[src/rtl/psg_pkg.sv]
// Shared constants, register offsets and types for the programmable sound generator.
package psg_pkg;

  localparam logic [1:0] REG_PLO     = 2'd0;
  localparam logic [1:0] REG_PHI     = 2'd1;
  localparam logic [1:0] REG_CTRL    = 2'd2;

  localparam logic [1:0] GREG_NOISE  = 2'd0;
  localparam logic [1:0] GREG_MASTER = 2'd1;
  localparam logic [1:0] GREG_RETRIG = 2'd2;

  typedef enum logic [1:0] {
    DUTY_50 = 2'b00,
    DUTY_25 = 2'b01,
    DUTY_12 = 2'b10,
    DUTY_75 = 2'b11
  } duty_e;

  // Field order mirrors the ctrl register byte, so a data byte casts straight in.
  typedef struct packed {
    duty_e      duty;
    logic       noiseEn;
    logic       toneEn;
    logic [3:0] vol;
  } voice_ctrl_t;

  localparam logic [15:0] LFSR_SEED = 16'hACE1;
  localparam logic [15:0] LFSR_TAPS = 16'hB400;

  function automatic int clog2(input int value);
    int result;
    result = 0;
    for (int v = value - 1; v > 0; v = v >> 1) result++;
    return result;
  endfunction

endpackage

[src/rtl/psg_if.sv]
// Strobe/address/data register write bus shared by the sound generator family.
interface psg_if #(
  parameter int ADDR_W = 4
);
  logic              write_strobe;
  logic [ADDR_W-1:0] address;
  logic [7:0]        data;

  modport master (output write_strobe, address, data);
  modport slave  (input  write_strobe, address, data);
endinterface

[src/rtl/psg_voice.sv]
// One tone voice: period register with low-byte shadow, reload counter, 3-bit phase, duty decode.
module psg_voice
  import psg_pkg::*;
#(
  parameter int PERIOD_W = 12
) (
  input  logic       clk,
  input  logic       rst,
  input  logic       wrLo,
  input  logic       wrHi,
  input  logic       retrig,
  input  logic [7:0] wrData,
  input  duty_e      duty,
  output logic       wave
);

  logic [7:0]          shadowLo;
  logic [PERIOD_W-1:0] period;
  logic [PERIOD_W-1:0] counter;
  logic [2:0]          phase;
  logic                pulse;

  // NOTE: state uses <= so every flop samples pre-edge values regardless of statement order.
  always_ff @(posedge clk or posedge rst) begin
    if (rst) begin
      shadowLo <= '0;
      period   <= '0;
    end else begin
      if (wrLo) shadowLo <= wrData;
      if (wrHi) period   <= {wrData[PERIOD_W-9:0], shadowLo};
    end
  end

  // A new period is only picked up on reload, so a running count is never cut short.
  always_ff @(posedge clk or posedge rst) begin
    if (rst) begin
      counter <= '0;
      phase   <= '0;
    end else if (retrig) begin
      counter <= period;
      phase   <= '0;
    end else if (period != '0) begin
      if (counter == '0) begin
        counter <= period;
        phase   <= phase + 3'd1;
      end else begin
        counter <= counter - PERIOD_W'(1);
      end
    end
  end

  // NOTE: pulse gets a default first so no path through the case leaves it unassigned.
  always_comb begin
    pulse = 1'b0;
    case (duty)
      DUTY_50: pulse = (phase < 3'd4);
      DUTY_25: pulse = (phase < 3'd2);
      DUTY_12: pulse = (phase == 3'd0);
      DUTY_75: pulse = (phase < 3'd6);
      default: pulse = 1'b0;
    endcase
  end

  assign wave = pulse && (period != '0);

endmodule

[src/rtl/psg_core.sv]
// Multi-voice sound generator: register decode, voices, shared noise LFSR, mixer and PWM DAC.
module psg_core
  import psg_pkg::*;
#(
  parameter int NUM_CH   = 3,
  parameter int PERIOD_W = 12,
  parameter int VOL_W    = 4,
  parameter int PWM_W    = 8
) (
  input  logic              clk,
  input  logic              rst,
  psg_if.slave              bus,
  output logic              signal_out,
  output logic [PWM_W-1:0]  mix_level,
  output logic [NUM_CH-1:0] wave_o,
  output logic              noise_o
);

  localparam int CH_AW = clog2(NUM_CH + 1);
  localparam int SUM_W = VOL_W + clog2(NUM_CH);

  logic [CH_AW-1:0]  bank;
  logic [1:0]        regSel;
  logic              globalWr;
  logic [NUM_CH-1:0] retrigMask;

  voice_ctrl_t       ctrl [NUM_CH];
  logic [7:0]        noisePeriod;
  logic              masterEn;

  logic [7:0]        prescale;
  logic [15:0]       lfsr;
  logic [15:0]       lfsrNext;

  logic [SUM_W-1:0]  sum;
  logic [PWM_W-1:0]  pwmCnt;
  logic [PWM_W-1:0]  dutyLatched;

  assign bank       = bus.address[CH_AW+1:2];
  assign regSel     = bus.address[1:0];
  assign globalWr   = bus.write_strobe && (bank == CH_AW'(NUM_CH));
  assign retrigMask = (globalWr && regSel == GREG_RETRIG) ? bus.data[NUM_CH-1:0] : '0;

  for (genvar i = 0; i < NUM_CH; i++) begin : g_voice
    logic sel;
    assign sel = bus.write_strobe && (bank == CH_AW'(i));

    psg_voice #(
      .PERIOD_W (PERIOD_W)
    ) u_voice (
      .clk    (clk),
      .rst    (rst),
      .wrLo   (sel && regSel == REG_PLO),
      .wrHi   (sel && regSel == REG_PHI),
      .retrig (retrigMask[i]),
      .wrData (bus.data),
      .duty   (ctrl[i].duty),
      .wave   (wave_o[i])
    );
  end

  // NOTE: ctrl is a few flops per voice, not a RAM, so it resets with everything else.
  always_ff @(posedge clk or posedge rst) begin
    if (rst) begin
      for (int i = 0; i < NUM_CH; i++) ctrl[i] <= '0;
      noisePeriod <= 8'hFF;
      masterEn    <= 1'b1;
    end else if (bus.write_strobe) begin
      for (int i = 0; i < NUM_CH; i++) begin
        if (bank == CH_AW'(i) && regSel == REG_CTRL) ctrl[i] <= voice_ctrl_t'(bus.data);
      end
      if (bank == CH_AW'(NUM_CH)) begin
        if (regSel == GREG_NOISE)  noisePeriod <= bus.data;
        if (regSel == GREG_MASTER) masterEn    <= bus.data[0];
      end
    end
  end

  assign lfsrNext = (lfsr >> 1) ^ (lfsr[0] ? LFSR_TAPS : 16'h0000);
  assign noise_o  = lfsr[0];

  always_ff @(posedge clk or posedge rst) begin
    if (rst) begin
      prescale <= '0;
      lfsr     <= LFSR_SEED;
    end else if (prescale == '0) begin
      prescale <= noisePeriod;
      lfsr     <= lfsrNext;
    end else begin
      prescale <= prescale - 8'd1;
    end
  end

  // A voice with both sources off is silent even though its gate would read 1.
  always_comb begin
    sum = '0;
    for (int i = 0; i < NUM_CH; i++) begin
      if ((ctrl[i].toneEn || ctrl[i].noiseEn) &&
          (ctrl[i].toneEn  ? wave_o[i] : 1'b1) &&
          (ctrl[i].noiseEn ? noise_o   : 1'b1)) begin
        sum = sum + SUM_W'(VOL_W'(ctrl[i].vol));
      end
    end
  end

  // Duty only changes at the end of a PWM period, so the pin never sees a torn period.
  always_ff @(posedge clk or posedge rst) begin
    if (rst) begin
      mix_level   <= '0;
      pwmCnt      <= '0;
      dutyLatched <= '0;
      signal_out  <= 1'b0;
    end else begin
      mix_level  <= masterEn ? (PWM_W'(sum) << (PWM_W - SUM_W)) : '0;
      pwmCnt     <= pwmCnt + PWM_W'(1);
      if (&pwmCnt) dutyLatched <= mix_level;
      signal_out <= (pwmCnt < dutyLatched);
    end
  end

endmodule

[src/flat_wrapper.sv]
// flat-port wrapper written by rule: the top's interface ports become plain ports
module psg_core_flat import psg_pkg::*;
#(
  parameter int NUM_CH   = 3,
  parameter int PERIOD_W = 12,
  parameter int VOL_W    = 4,
  parameter int PWM_W    = 8
)
  (clk, rst, signal_out, mix_level, wave_o, noise_o, bus_write_strobe, bus_address, bus_data);
  psg_if #(.ADDR_W(4)) bus_i ();
  input  logic clk;
  input  logic rst;
  output logic signal_out;
  output logic [PWM_W-1:0] mix_level;
  output logic [NUM_CH-1:0] wave_o;
  output logic noise_o;
  input wire logic [$bits(bus_i.write_strobe)-1:0] bus_write_strobe;
  input wire logic [$bits(bus_i.address)-1:0] bus_address;
  input wire logic [$bits(bus_i.data)-1:0] bus_data;
  assign bus_i.write_strobe = bus_write_strobe;
  assign bus_i.address = bus_address;
  assign bus_i.data = bus_data;
  psg_core #(.NUM_CH(NUM_CH), .PERIOD_W(PERIOD_W), .VOL_W(VOL_W), .PWM_W(PWM_W)) u_core (.clk(clk), .rst(rst), .bus(bus_i), .signal_out(signal_out), .mix_level(mix_level), .wave_o(wave_o), .noise_o(noise_o));
endmodule
[config.mk]
export PLATFORM = sky130hd
export DESIGN_NAME = psg_core_flat
export DESIGN_NICKNAME = d
export VERILOG_FILES = /design/src/rtl/psg_pkg.sv /design/src/rtl/psg_if.sv /design/src/rtl/psg_voice.sv /design/src/rtl/psg_core.sv /design/src/flat_wrapper.sv
export SDC_FILE = /design/constraint.sdc
export NUM_CORES = 1
export LEC_CHECK = 0
export CORE_MARGIN = 1.5
export CORE_UTILIZATION = 62
export DETAILED_ROUTE_END_ITERATION = 8
export HOLD_SLACK_MARGIN = 0.03
export PLACE_DENSITY = 0.8
export SYNTH_ARGS = -nofsm -noshare
export SYNTH_HDL_FRONTEND = slang
export SYNTH_SLANG_ARGS = --single-unit
export TNS_END_PERCENT = 5
[constraint.sdc]
create_clock -name clk -period 7.6 [get_ports clk]
set_input_delay 1.14 -clock clk [delete_from_list [all_inputs] [get_ports clk]]
set_output_delay 1.14 -clock clk [all_outputs]
set_load 0.02 [all_outputs]
==> reports/metrics.cfg <==
[synth]
ys_types = 74
synth.avg_cell_area_um2 = 10.57
synth-compound-area-share = 0.1232
synth-seq-area-share = 0.5086
syn_inst = 856
synth_top_family_by_area = simple AND/OR/NAND/NOR gates
synthXorXnorAreaFrac = 0.01840
async_reset_ff_frac = 1.000
synth.cell_area_um2 = 9046
yosysWarnings = 0
ys.flop_type = dfrtp_1
synth_seq_cells = 183
synth_fa_ha_area_frac = 0.04039
synth-simple-area-share = 0.1531
synth_edf_count = 0
synthMuxAreaShare = 0.1165

[worst_setup_path]
reg2reg_depth = 18
r2r_setup_slack_ns = 3.36
critPathArrivalTime_ns = 4.60
worstPathMaxFanout = 7
path_class = register to register
cp.required_ns = 7.96
r2r_start = u_core.g_voice[0].u_voice.phase[1]
critical_path.startpoint_type = register
end_kind = register
regToRegEndpoint = u_core.mix_level[6]

[cells_and_area]
drive_above_1_share = 0.1794
fin_area_um2 = 9982
diodes = 0
area_growth_pct = 10.35
num-fill-cells = 967
final_common_cell = dfrtp_1
nets = 905
fin_util = 0.7109
layout_common_cells = 166 x dfrtp_1, 99 x nand2_1, 90 x mux2_2

[sta]
clock.fmax_mhz = 235.6
worst_pin_slew_ns = 1.278
setup_slack_ns = 3.356
hold_viol_final = 0
finalSetupTns_ns = 0
fin_skew_ns = 0.007340
post-route-min-period_ns = 4.244
finalMaxSlewViolations = 0
final-setup-viol-count = 0
rsz0062_at_grt = false
period_share = 0.5584
slew_headroom = 0.1423

[grt]
grt-ovfl-total = 0
grt_util_all_layers = 0.2673
antenna_found_initial = 0
grt_pass1_vias = 6436
grt_pass1_wl_mm = 31.48
grt_max_degree = 97

[drt]
vias = 6589
detail_route.first_pass.iterations = 5
routedWlPerCell_um = 18.15
ant_nets = 0
drc_errors = 0
drt_wl_total_mm = 19.15
drt_iter0_markers = 645
avgViaCountPerCell = 6.245

[clock_network]
clk_latency_ns = 0.43
clock_sinks = 183
cts_buffers = 17
postCtsSetupBuffers = 0
path_clk_slew_ns = 0.06
cts_resized = 0
h-tree-depth = 4
postCtsHoldBufs = 0
cts_tree = yes
clockRootBuffer = clkbuf_16
cts_buffer_depth = 2

[power]
clkPwrFrac = 0.283
irDropWorstVdd_v = 0.0001993
swShare = 0.3250
p_comb_frac = 0.268
internal_power_mw = 2.245
cellLeakagePower_nw = 4.434
powerDensity_nw_per_um2 = 333.2
seqPwrFrac = 0.449
switchingPower_mw = 1.081

[placed_design]
port_buffers = 25
dpl_worst_slack_ns = 3.435
post_dp_cell_area_um2 = 9346
routabilityCongestion = 0.8766
dp_hpwl_mm = 12.71

[run_status]
outcome = finished, final reports clean

[die]
core_um2 = 14040
initial_core_util = 0.6442
chipWidth_um = 123.8
dieArea_um2 = 15320
fp.dieH_um = 123.8
rows = 43
ios = 28

[job]
drv_cap = 0

[worst_hold_path]
min_from = u_core.lfsr[6]
hold_depth = 2
whs_endpoint = u_core.lfsr[5]
hold_path_class = register to register

-- kinds of logic after synthesis --
| logic type | after synthesis |
|---|---|
| AND/OR/NAND/NOR | 269 |
| flip-flops | 183 |
| AO/OA/AOI/OAI | 180 |
| multiplexers | 94 |
| buffers and inverters | 82 |
| adder cells (fa/ha/maj) | 28 |
| XOR/XNOR | 19 |
| other | 1 |
-- registers in the layout, summed over array words and instances, names as in the netlist --
signal / count
u_core.lfsr: 16
u_core.g_voice.u_voice.shadowLo: 24
u_core.signal_out: 1
u_core.noisePeriod: 8
u_core.pwmCnt: 8
u_core.g_voice.u_voice.phase: 9
u_core.mix_level: 6
u_core.prescale: 8
u_core.ctrl: 24
u_core.masterEn: 1
u_core.g_voice.u_voice.period: 36
u_core.g_voice.u_voice.counter: 36
u_core.dutyLatched: 6
-- how the worst max path moves through the flow --
stage	from	endpoint	cells after the start
finish	u_core.g_voice[0].u_voice.phase[1]	u_core.mix_level[6]	18
global route	u_core.g_voice[0].u_voice.phase[1]	u_core.mix_level[6]	18
CTS	u_core.g_voice[0].u_voice.phase[1]	u_core.mix_level[6]	18
detailed placement	u_core.g_voice[0].u_voice.phase[1]	u_core.mix_level[6]	18
global placement	u_core.g_voice[0].u_voice.phase[1]	u_core.mix_level[6]	18
floorplan	rst	u_core.ctrl[0]	1
-- cell usage after synthesis (4+ instances only) --
| cell type | n | share of area |
|---|---|---|
| inv_1 | 40 | 0.017 |
| nor4_1 | 16 | 0.011 |
| nand2b_1 | 7 | 0.0048 |
| nor2_1 | 40 | 0.017 |
| nor2b_1 | 6 | 0.0041 |
| nor3b_1 | 9 | 0.0075 |
| and3b_1 | 4 | 0.0039 |
| a22oi_1 | 6 | 0.0050 |
| buf_4 | 7 | 0.0058 |
| nand4_1 | 5 | 0.0035 |
| nand3b_1 | 5 | 0.0041 |
| xnor2_1 | 12 | 0.012 |
| o21ai_0 | 78 | 0.043 |
| a31oi_1 | 4 | 0.0028 |
| xor2_1 | 7 | 0.0068 |
| mux2i_1 | 4 | 0.0044 |
| and2_1 | 8 | 0.0055 |
| clkbuf_1 | 20 | 0.0083 |
| a21oi_1 | 43 | 0.024 |
| a21o_1 | 11 | 0.0091 |
| dfrtp_1 | 166 | 0.46 |
| nor3_1 | 22 | 0.012 |
| dfstp_2 | 17 | 0.049 |
| o21ai_1 | 4 | 0.0022 |
| and3_1 | 9 | 0.0062 |
| buf_2 | 12 | 0.0066 |
| nand3_1 | 17 | 0.0094 |
| ha_1 | 26 | 0.036 |
| mux2_2 | 90 | 0.11 |
| nand2_1 | 99 | 0.041 |
-- worst max-delay path, stage by stage (launching register included) --
cell and delay, ns:
dfrtp_1 0.43, inv_1 0.10, ha_1 0.15, nor3b_1 0.08, o41ai_4 0.50, and3_1 0.26, ha_1 0.18, inv_1 0.06
fa_1 0.37, nor2b_1 0.24, nor3_1 0.10, xnor2_1 0.25, inv_1 0.07, ha_1 0.32, a21o_1 0.19, a21oi_1 0.32
nor2_1 0.07, o311a_1 0.39, nand3_1 0.09
-- metrics by stage --
| stage | hold WS [ns] | instances | power (mW) |
|---|---|---|---|
| global placement | 0.4438 | 1023 | 2.298 |
| detailed placement | 0.4516 | 1023 | 2.375 |
| CTS | 0.4582 | 1055 | 3.326 |
| floorplan | 0.4346 | 857 | 2.122 |
| finish | 0.4554 | 1055 | 3.326 |
| global route | 0.4772 | 1055 | 3.516 |
-- layer usage --
metal | part of all wire | routed length [um] | track usage | up-vias
li1 | - | - | - | 3018
met1 | 0.44 | 8349 | 0.3519 | 3288
met2 | 0.50 | 9508 | 0.4454 | 227
met3 | 0.042 | 802 | 0.04945 | 56
met4 | 0.025 | 484 | 0.09626 | 0
met5 | 0 | 0 | 0 | -
-- power by group through the flow --
stage / logic [mW] / registers, mW / clock network (mW)
after CTS: 0.886 / 1.49 / 0.953
after global routing: 0.991 / 1.53 / 0.997
after global placement: 0.822 / 1.48 / 0
after floorplan: 0.684 / 1.44 / 0
final: 0.891 / 1.49 / 0.941
after detailed placement: 0.879 / 1.50 / 0
-- area by class of cell --
cell class	count	area, um2	share of cell area
clock buffers	25	495.5	0.04964
clock inverters	7	140.1	0.01404
inverters	40	155.1	0.01554
multi-input cells	592	4093	0.4100
flip-flops and latches	183	4601	0.4609
well taps	180	225.2	0.02256
repair buffers	28	272.8	0.02733
Power figures use the tool's default switching activity.
